==> config.mk <==
export PLATFORM = sky130hd
export DESIGN_NAME = spi_master_param
export DESIGN_NICKNAME = d
export VERILOG_FILES = /design/src/rtl/spi_master_param.sv
export SDC_FILE = /design/constraint.sdc
export NUM_CORES = 1
export LEC_CHECK = 0
export ABC_AREA = 1
export BUFFER_PORTS_ARGS = -buffer_cell sky130_fd_sc_hd__buf_4
export CAP_MARGIN = 10
export CELL_PAD_IN_SITES_DETAIL_PLACEMENT = 1
export CELL_PAD_IN_SITES_GLOBAL_PLACEMENT = 1
export CORE_MARGIN = 2
export CORE_UTILIZATION = 43
export DETAILED_ROUTE_END_ITERATION = 16
export GPL_ROUTABILITY_DRIVEN = 0
export GPL_TIMING_DRIVEN = 0
export PLACE_DENSITY = 0.89
export SYNTH_ARGS = -nofsm -noshare
export SYNTH_HDL_FRONTEND = slang
export SYNTH_SLANG_ARGS = --single-unit
==> constraint.sdc <==
create_clock -name clk -period 2.1 [get_ports clk]
set_clock_uncertainty 0.2 [all_clocks]
set_input_delay 0.42 -clock clk [delete_from_list [all_inputs] [get_ports clk]]
set_output_delay 0.42 -clock clk [all_outputs]
set_load 0.03 [all_outputs]
==> src/rtl/spi_master_param.sv <==
// spi_master_param: parameterised SPI master that shifts out one
// {addr,data} frame per rising edge of cfg_apply, MSB first.
// Optional MISO readback into rd_data: define SPI_READBACK_EN.
module spi_master_param #(
  parameter int ADDR_W  = 4,
  parameter int DATA_W  = 4,
  parameter int CLK_DIV = 1,
  parameter int CPOL    = 0
) (
  input  logic              clk,
  input  logic              rstn,
  input  logic              cfg_apply,
  input  logic [ADDR_W-1:0] cfg_addr,
  input  logic [DATA_W-1:0] cfg_data,
  input  logic              spi_miso,
  output logic              spi_clk,
  output logic              spi_csn,
  output logic              spi_mosi,
  output logic              busy,
  output logic              done,
  output logic [DATA_W-1:0] rd_data
);

  localparam int         FRAME_W  = ADDR_W + DATA_W;
  localparam logic       CLK_IDLE = (CPOL != 0);
  localparam logic [7:0] DIV_M1   = 8'(CLK_DIV - 1);
  localparam logic [4:0] LAST_BIT = 5'(FRAME_W - 1);

  typedef enum logic [1:0] {IDLE, SETUP, XFER, HOLD} state_t;

  state_t             state;
  logic [1:0]         sync;
  logic               prev;
  logic [2:0]         fill;
  logic               start;
  logic [7:0]         cnt;
  logic [4:0]         bit_idx;
  logic               lead;
  logic [FRAME_W-1:0] shreg;
`ifdef SPI_READBACK_EN
  logic [DATA_W-1:0]  rx;
`endif

  // Synchronise cfg_apply and turn its rising edge into a one-cycle start pulse.
  // prev holds a genuine post-reset sample only from the third edge on, so
  // fill gates the detector and a level held high through reset never fires.
  always_ff @(posedge clk or negedge rstn) begin
    if (!rstn) begin
      sync  <= '0;
      prev  <= 1'b0;
      fill  <= '0;
      start <= 1'b0;
    end else begin
      sync  <= {sync[0], cfg_apply};
      prev  <= sync[1];
      fill  <= {fill[1:0], 1'b1};
      start <= sync[1] & ~prev & fill[2];
    end
  end

  // Frame sequencer: IDLE -> SETUP -> XFER (lead/trail halves) -> HOLD -> IDLE.
  always_ff @(posedge clk or negedge rstn) begin
    if (!rstn) begin
      state    <= IDLE;
      cnt      <= '0;
      bit_idx  <= '0;
      lead     <= 1'b0;
      shreg    <= '0;
      spi_csn  <= 1'b1;
      spi_clk  <= CLK_IDLE;
      spi_mosi <= 1'b0;
      busy     <= 1'b0;
      done     <= 1'b0;
`ifdef SPI_READBACK_EN
      rx       <= '0;
      rd_data  <= '0;
`endif
    end else begin
      done <= 1'b0;
      unique case (state)
        IDLE: begin
          if (start) begin
            state    <= SETUP;
            cnt      <= DIV_M1;
            shreg    <= {cfg_addr, cfg_data};
            spi_mosi <= cfg_addr[ADDR_W-1];
            spi_csn  <= 1'b0;
            busy     <= 1'b1;
          end
        end
        SETUP: begin
          if (cnt != 8'd0) begin
            cnt <= cnt - 8'd1;
          end else begin
            state   <= XFER;
            cnt     <= DIV_M1;
            lead    <= 1'b1;
            bit_idx <= '0;
            spi_clk <= ~CLK_IDLE;
`ifdef SPI_READBACK_EN
            rx      <= DATA_W'({rx, spi_miso});
`endif
          end
        end
        XFER: begin
          if (cnt != 8'd0) begin
            cnt <= cnt - 8'd1;
          end else if (lead) begin
            lead    <= 1'b0;
            cnt     <= DIV_M1;
            spi_clk <= CLK_IDLE;
            if (bit_idx != LAST_BIT) begin
              shreg    <= {shreg[FRAME_W-2:0], 1'b0};
              spi_mosi <= shreg[FRAME_W-2];
            end
          end else if (bit_idx == LAST_BIT) begin
            state <= HOLD;
            cnt   <= DIV_M1;
          end else begin
            lead    <= 1'b1;
            cnt     <= DIV_M1;
            bit_idx <= bit_idx + 5'd1;
            spi_clk <= ~CLK_IDLE;
`ifdef SPI_READBACK_EN
            rx      <= DATA_W'({rx, spi_miso});
`endif
          end
        end
        HOLD: begin
          if (cnt != 8'd0) begin
            cnt <= cnt - 8'd1;
          end else begin
            state    <= IDLE;
            spi_csn  <= 1'b1;
            spi_mosi <= 1'b0;
            busy     <= 1'b0;
            done     <= 1'b1;
`ifdef SPI_READBACK_EN
            rd_data  <= rx;
`endif
          end
        end
        default: state <= IDLE;
      endcase
    end
  end

`ifndef SPI_READBACK_EN
  logic unused_miso;
  assign unused_miso = spi_miso;
  assign rd_data     = '0;
`endif

endmodule
## Yosys cells after proc, flatten, opt, wreduce, memory -nomap -nowiden

Cells that the tools add are included.

| cells by class | value |
|---|---|
| add/sub/neg operators | 2 |
| bitwise operators | 3 |
| div/mod/pow operators | 0 |
| multiplexer cells | 42 |
| reduce and logical (&&, ||, !) cells | 15 |
| shift operators | 0 |
| eq/ne operators | 16 |
| $mul | 0 |
| $lt $le $gt $ge | 0 |

Operator list:

| operator | number |
|---|---|
| two-way mux 7 bit | 4 |
| two-way mux 8 bit | 3 |
| case mux 8 bit (3 select lines) | 1 |
| two-way mux 5 bit | 4 |
| != test 2 bit (second input constant) | 10 |
| two-way mux 1 bit | 16 |
| case mux 7 bit (2 select lines) | 1 |
| two-way mux 2 bit | 6 |
| AND reduction 6 bit | 2 |
| case mux 5 bit (2 select lines) | 1 |
| AND reduction 5 bit | 2 |
| case mux 1 bit (2 select lines) | 4 |
| case mux 2 bit (4 select lines) | 1 |
| nonzero test 8 bit | 1 |
| subtractor 8 x 1 -> 8 bit (second input constant) | 1 |
| AND reduction 3 bit | 2 |
| nonzero test 2 bit | 3 |
| adder 5 x 1 -> 5 bit (second input constant) | 1 |
| == test 5 x 3 -> 1 bit (second input constant) | 1 |
| != test 5 x 3 -> 1 bit (second input constant) | 1 |
| == test 2 bit (second input constant) | 2 |
| AND reduction 4 bit | 1 |
| != test 3 bit (second input constant) | 1 |
| case mux 1 bit (3 select lines) | 1 |
| 7 further kinds | 8 |

| word-level totals | value |
|---|---|
| bits of input ports | 12 |
| memories | 0 |
| bits in latches | 0 |
| logic and storage cells | 92 |
| ROM bits | 0 |
| register bits after elaboration | 35 |
| bits in writable memories | 0 |

## Longest topological paths before layout

| depth | value |
|---|---|
| depth in word-level cells | 5 |
| mapped depth | 11 |
| depth with buffers taken out | 10 |

## Worst setup path after synthesis

No wires, ideal clock.

| timing | value |
|---|---|
| path type | flip-flop to flip-flop |
| start | register state[0] |
| end | register shreg[0] |
| data arrival time | 1.430 ns |
| setup time | 0.119 ns |
| buffers on the path | 0 |
| stages on the path, launching flop included | 9 |
| path slack | 0.351 ns |
| required time | 1.781 ns |
| path through | dfrtp_1 > inv_1 > ha_1 > nand2_2 > nand2_1 > nor2_2 > nand2_4 > nand2_1 > nand2_1 |

| between the ends | value |
|---|---|
| word-level cells in the longest chain between the ends | 3 |

RTL lines:

| item | line | RTL |
|---|---|---|
| start, declared | 31 | `state_t state;` |
| start signal, assigned | 64 | `state <= IDLE;` |
| start signal, assigned | 83 | `state <= SETUP;` |
| start signal, assigned | 95 | `state <= XFER;` |
| == test 2 bit / logical NOT 2 bit (equally long branches) | 80 | `unique case (state)` |
| != test 2 bit (no line) / nonzero test 2 bit (equally long branches) | - |  |
| AND reduction 5 bit (no line) | - |  |
| end signal, assigned | 85 | `shreg <= {cfg_addr, cfg_data};` |
| end signal, assigned | 113 | `shreg <= {shreg[FRAME_W-2:0], 1'b0};` |
| end, declared | 39 | `logic [FRAME_W-1:0] shreg;` |

Several ways; a longest one is shown, not always the timed one.
A chain may end at the register's enable or synchronous reset.

## Worst setup path in the final report

| timing | value |
|---|---|
| start | register state[0] |
| end | register spi_mosi |

| between the ends | value |
|---|---|
| word-level cells in the longest chain between the ends | 3 |

RTL lines:

| item | line | RTL |
|---|---|---|
| == test 2 bit / logical NOT 2 bit (equally long branches) | 80 |  |
| != test 2 bit (no line) / nonzero test 3 bit (equally long branches) | - |  |
| AND reduction 6 bit (no line) | - |  |
| end signal, assigned | 86 | `spi_mosi <= cfg_addr[ADDR_W-1];` |
| end signal, assigned | 114 | `spi_mosi <= shreg[FRAME_W-2];` |
| end, declared | 18 | `output logic spi_mosi,` |

Several ways; a longest one is shown, not always the timed one.

==> flow_metrics.py <==
metrics = {
    "global_route": {
        "grt_use_total": 0.198,
        "grt_pass1_wl_um": 7850,
        "grt_overflow": 0,
        "grt_max_degree": 36,
        "antenna_found_initial": 0,
        "grt_pass1_vias": 1742,
    },
    "layout": {
        "num_antenna_cells": 0,
        "syn_to_final_growth_pct": 15.6,
        "final_nets": 299,
        "drive_above_1_share": 0.204,
        "fin_area_um2": 2290,
        "fill_cells": 558,
    },
    "placed_design": {
        "place_area_um2": 2170,
        "dp_hpwl_um": 3430,
        "numPortBuffers": 15,
        "dp_slack_ns": 0.0124,
    },
    "hold_path": {
        "hp-class": "primary input to register",
        "hold_depth": 1,
    },
    "run_status": {
        "status": "finished clean",
    },
    "floorplan": {
        "core_area_um2": 4380,
        "pin_count": 21,
        "chipWidth_um": 71.8,
        "die-height_um": 71.8,
        "dieArea_um2": 5160,
        "row_count": 24,
        "start_util": 0.451,
    },
    "timing": {
        "drv_slew": 0,
        "finalSetupTns_ns": 0,
        "setup_viol": 0,
        "max_freq_ghz": 0.500,
        "finalCritPeriodShare": 0.952,
        "fin_crit_ns": 2.00,
        "layout_setup_ws_ns": 0.101,
        "finalHoldViolations": 0,
        "rsz0062_at_grt": "true",
    },
    "yosys": {
        "ys_types": 28,
        "yosysWarnings": 0,
        "ys_ff_latch": 35,
        "syn_area_um2": 1980,
        "syn_area_per_cell_um2": 7.81,
        "postSynthCellCount": 253,
        "ys_seq_area_frac": 0.444,
    },
    "detailed_routing": {
        "ant_nets": 0,
        "first_pass_iters": 4,
        "wire_per_inst_um": 14.4,
        "vias_per_cell": 5.16,
        "drt_iter0_drc": 66,
        "wl_um": 4790,
        "num_vias": 1713,
        "drc": 0,
    },
    "critical_path": {
        "max_stage_delay_ns": 0.44,
        "worstPathArrival_ns": 1.98,
        "crit_type": "register to register",
        "cp.depth": 11,
        "r2r_end": "spi_mosi",
        "critical-path-top-delay-family": "simple AND/OR/NAND/NOR gates",
        "crit_buf_inv": 3,
        "r2r.worst_path.cells": 11,
        "critical_path.max_fanout": 10,
        "crit_path_start_kind": "register",
        "r2r_start": "state[0]",
        "startpoint": "state[0]",
        "crit_slowest_cell": "dfrtp_1",
        "cp-end-kind": "register",
        "rrSetupSlack_ns": 0.10,
        "crit_chain": "inv_1 -> ha_1 -> buf_6 -> nand2_1 -> nand2_1 -> inv_1 -> nand2_1 -> nor2_1 -> nand3_1 -> nand2_1 -> nand2_1",
        "crit_path_end": "spi_mosi",
        "required_ns": 2.08,
        "crit_top_cell": "nand2_1",
    },
    "cts": {
        "htreeDepth": 2,
        "cts_buffer_depth": 2,
        "cts.clk_slew.worst_paths_ns": 0.07,
        "clock_sinks": 35,
        "clock_latency_ns": 0.29,
        "cts_tree": "built",
        "cts_buffers": 5,
        "root_buffer": "clkbuf_8",
    },
    "power_and_ir_drop": {
        "powerDensity_nw_per_um2": 1600,
        "peakVddDrop_v": 0.000820,
        "power.static_leakage_uw": 0.00121,
        "power_uw": 3660,
    },
    "job": {
        "cap_violations": 0,
    },
}
-- cells in the mapped netlist --
master / instances / area, µm²
nand2_1: 88 / 330
dfrtp_1: 34 / 851
nand3_1: 26 / 130
inv_1: 25 / 93.8
nor2_1: 14 / 52.6
nand4_1: 11 / 68.8
ha_1: 8 / 100
o21ai_0: 8 / 40.0
o21ai_2: 5 / 43.8
buf_4: 4 / 30.0
buf_6: 3 / 33.8
nand2_2: 3 / 18.8
nor2_2: 3 / 18.8
conb_1: 2 / 7.51
inv_2: 2 / 7.51
nand2_4: 2 / 22.5
nor2_4: 2 / 22.5
o211ai_1: 2 / 15.0
or2_2: 2 / 12.5
a21oi_1: 1 / 5.00
a21oi_2: 1 / 8.76
clkbuf_1: 1 / 3.75
clkinv_1: 1 / 3.75
dfstp_2: 1 / 26.3
nand3_2: 1 / 10.0
o21ai_1: 1 / 5.00
o22ai_1: 1 / 6.26
xor2_1: 1 / 8.76
-- registers in the layout, indices dropped and copies added, names as in the netlist, 2 cells and up --
register	count
cnt	8
shreg	7
bit_idx	5
sync	2
fill	3
state	2
-- cell type report --
cell class	count	area, µm²	area share
buffer	8	67.6	0.0296
timing repair buffer	16	123	0.0536
inverter	28	106	0.0465
tap	52	65.1	0.0285
clock buffer	5	68.8	0.0301
multi-input combinational	185	958	0.419
sequential	35	877	0.384
clock inverter	3	20.0	0.00876
-- cell families after synthesis --
| kind of cell | after synthesis | synth area share |
|---|---|---|
| and+or+nand+nor | 152 | 0.347 |
| adders and majority gates | 8 | 0.0506 |
| other | 2 | 0.00380 |
| AOI/OAI and AO/OA | 19 | 0.0627 |
| DFF | 35 | 0.444 |
| buffers and inverters | 36 | 0.0873 |
| xor gates and xnor gates | 1 | 0.00443 |
-- what timing repair did --
item / 4_1_cts / 5_1_grt
setup buffers: 0 / 0
gates resized for setup: 1 / 6
endpoints found under the hold margin: 34 / 0
pin swaps: 0 / 1
hold buffers: 1 / 0
setup endpoints to repair: 4 / 14
cloned: 0 / 0
-- routing by layer --
metal / share of wire / GRT usage / vias up / routed length, µm
li1: - / - / 849 / -
met1: 0.46 / 0.249 / 824 / 2230
met2: 0.48 / 0.330 / 23 / 2290
met3: 0.023 / 0.0422 / 17 / 112
met4: 0.034 / 0.0818 / 0 / 163
met5: 0 / 0 / - / 0
-- power breakdown --
group | leakage [µW] | switching [µW] | total [µW] | internal (µW)
clock network | 0.0000402 | 256 | 486 | 231
logic | 0.000726 | 1430 | 2140 | 713
registers | 0.000443 | 139 | 1040 | 898
-- metrics by stage --
stage | hold slack, ns | util | instances
2_1_floorplan | -0.0756 | - | 256
3_3_place_gp | 0.132 | 0.494 | 323
3_5_place_dp | 0.145 | 0.494 | 323
4_1_cts | 0.0243 | 0.517 | 332
5_1_grt | 0.0147 | 0.521 | 332
6_report | 0.0348 | 0.521 | 332
-- cells in the final DEF, fill, tap and decap left out, drive strengths merged --
cell type	count
clkinvlp	2
nand2	93
conb	5
o211ai	2
or2	2
o22ai	1
inv	27
dfstp	1
a21oi	2
xor2	1
buf	22
ha	8
nand3	27
o21ai	14
dfrtp	34
nand4	11
dlygate4sd3	1
clkbuf	6
clkinv	2
nor2	19
-- worst min-delay path by stage --
stage          slack [ns]  startpoint          to
2_1_floorplan       -0.08        rstn  bit_idx[0]
5_1_grt              0.01   cfg_apply     sync[0]
3_3_place_gp         0.13     fill[0]     fill[1]
4_1_cts              0.02   cfg_apply     sync[0]
3_5_place_dp         0.14     sync[0]     sync[1]
6_report             0.03   cfg_apply     sync[0]
No activity file was read; power rests on OpenSTA's default activity.
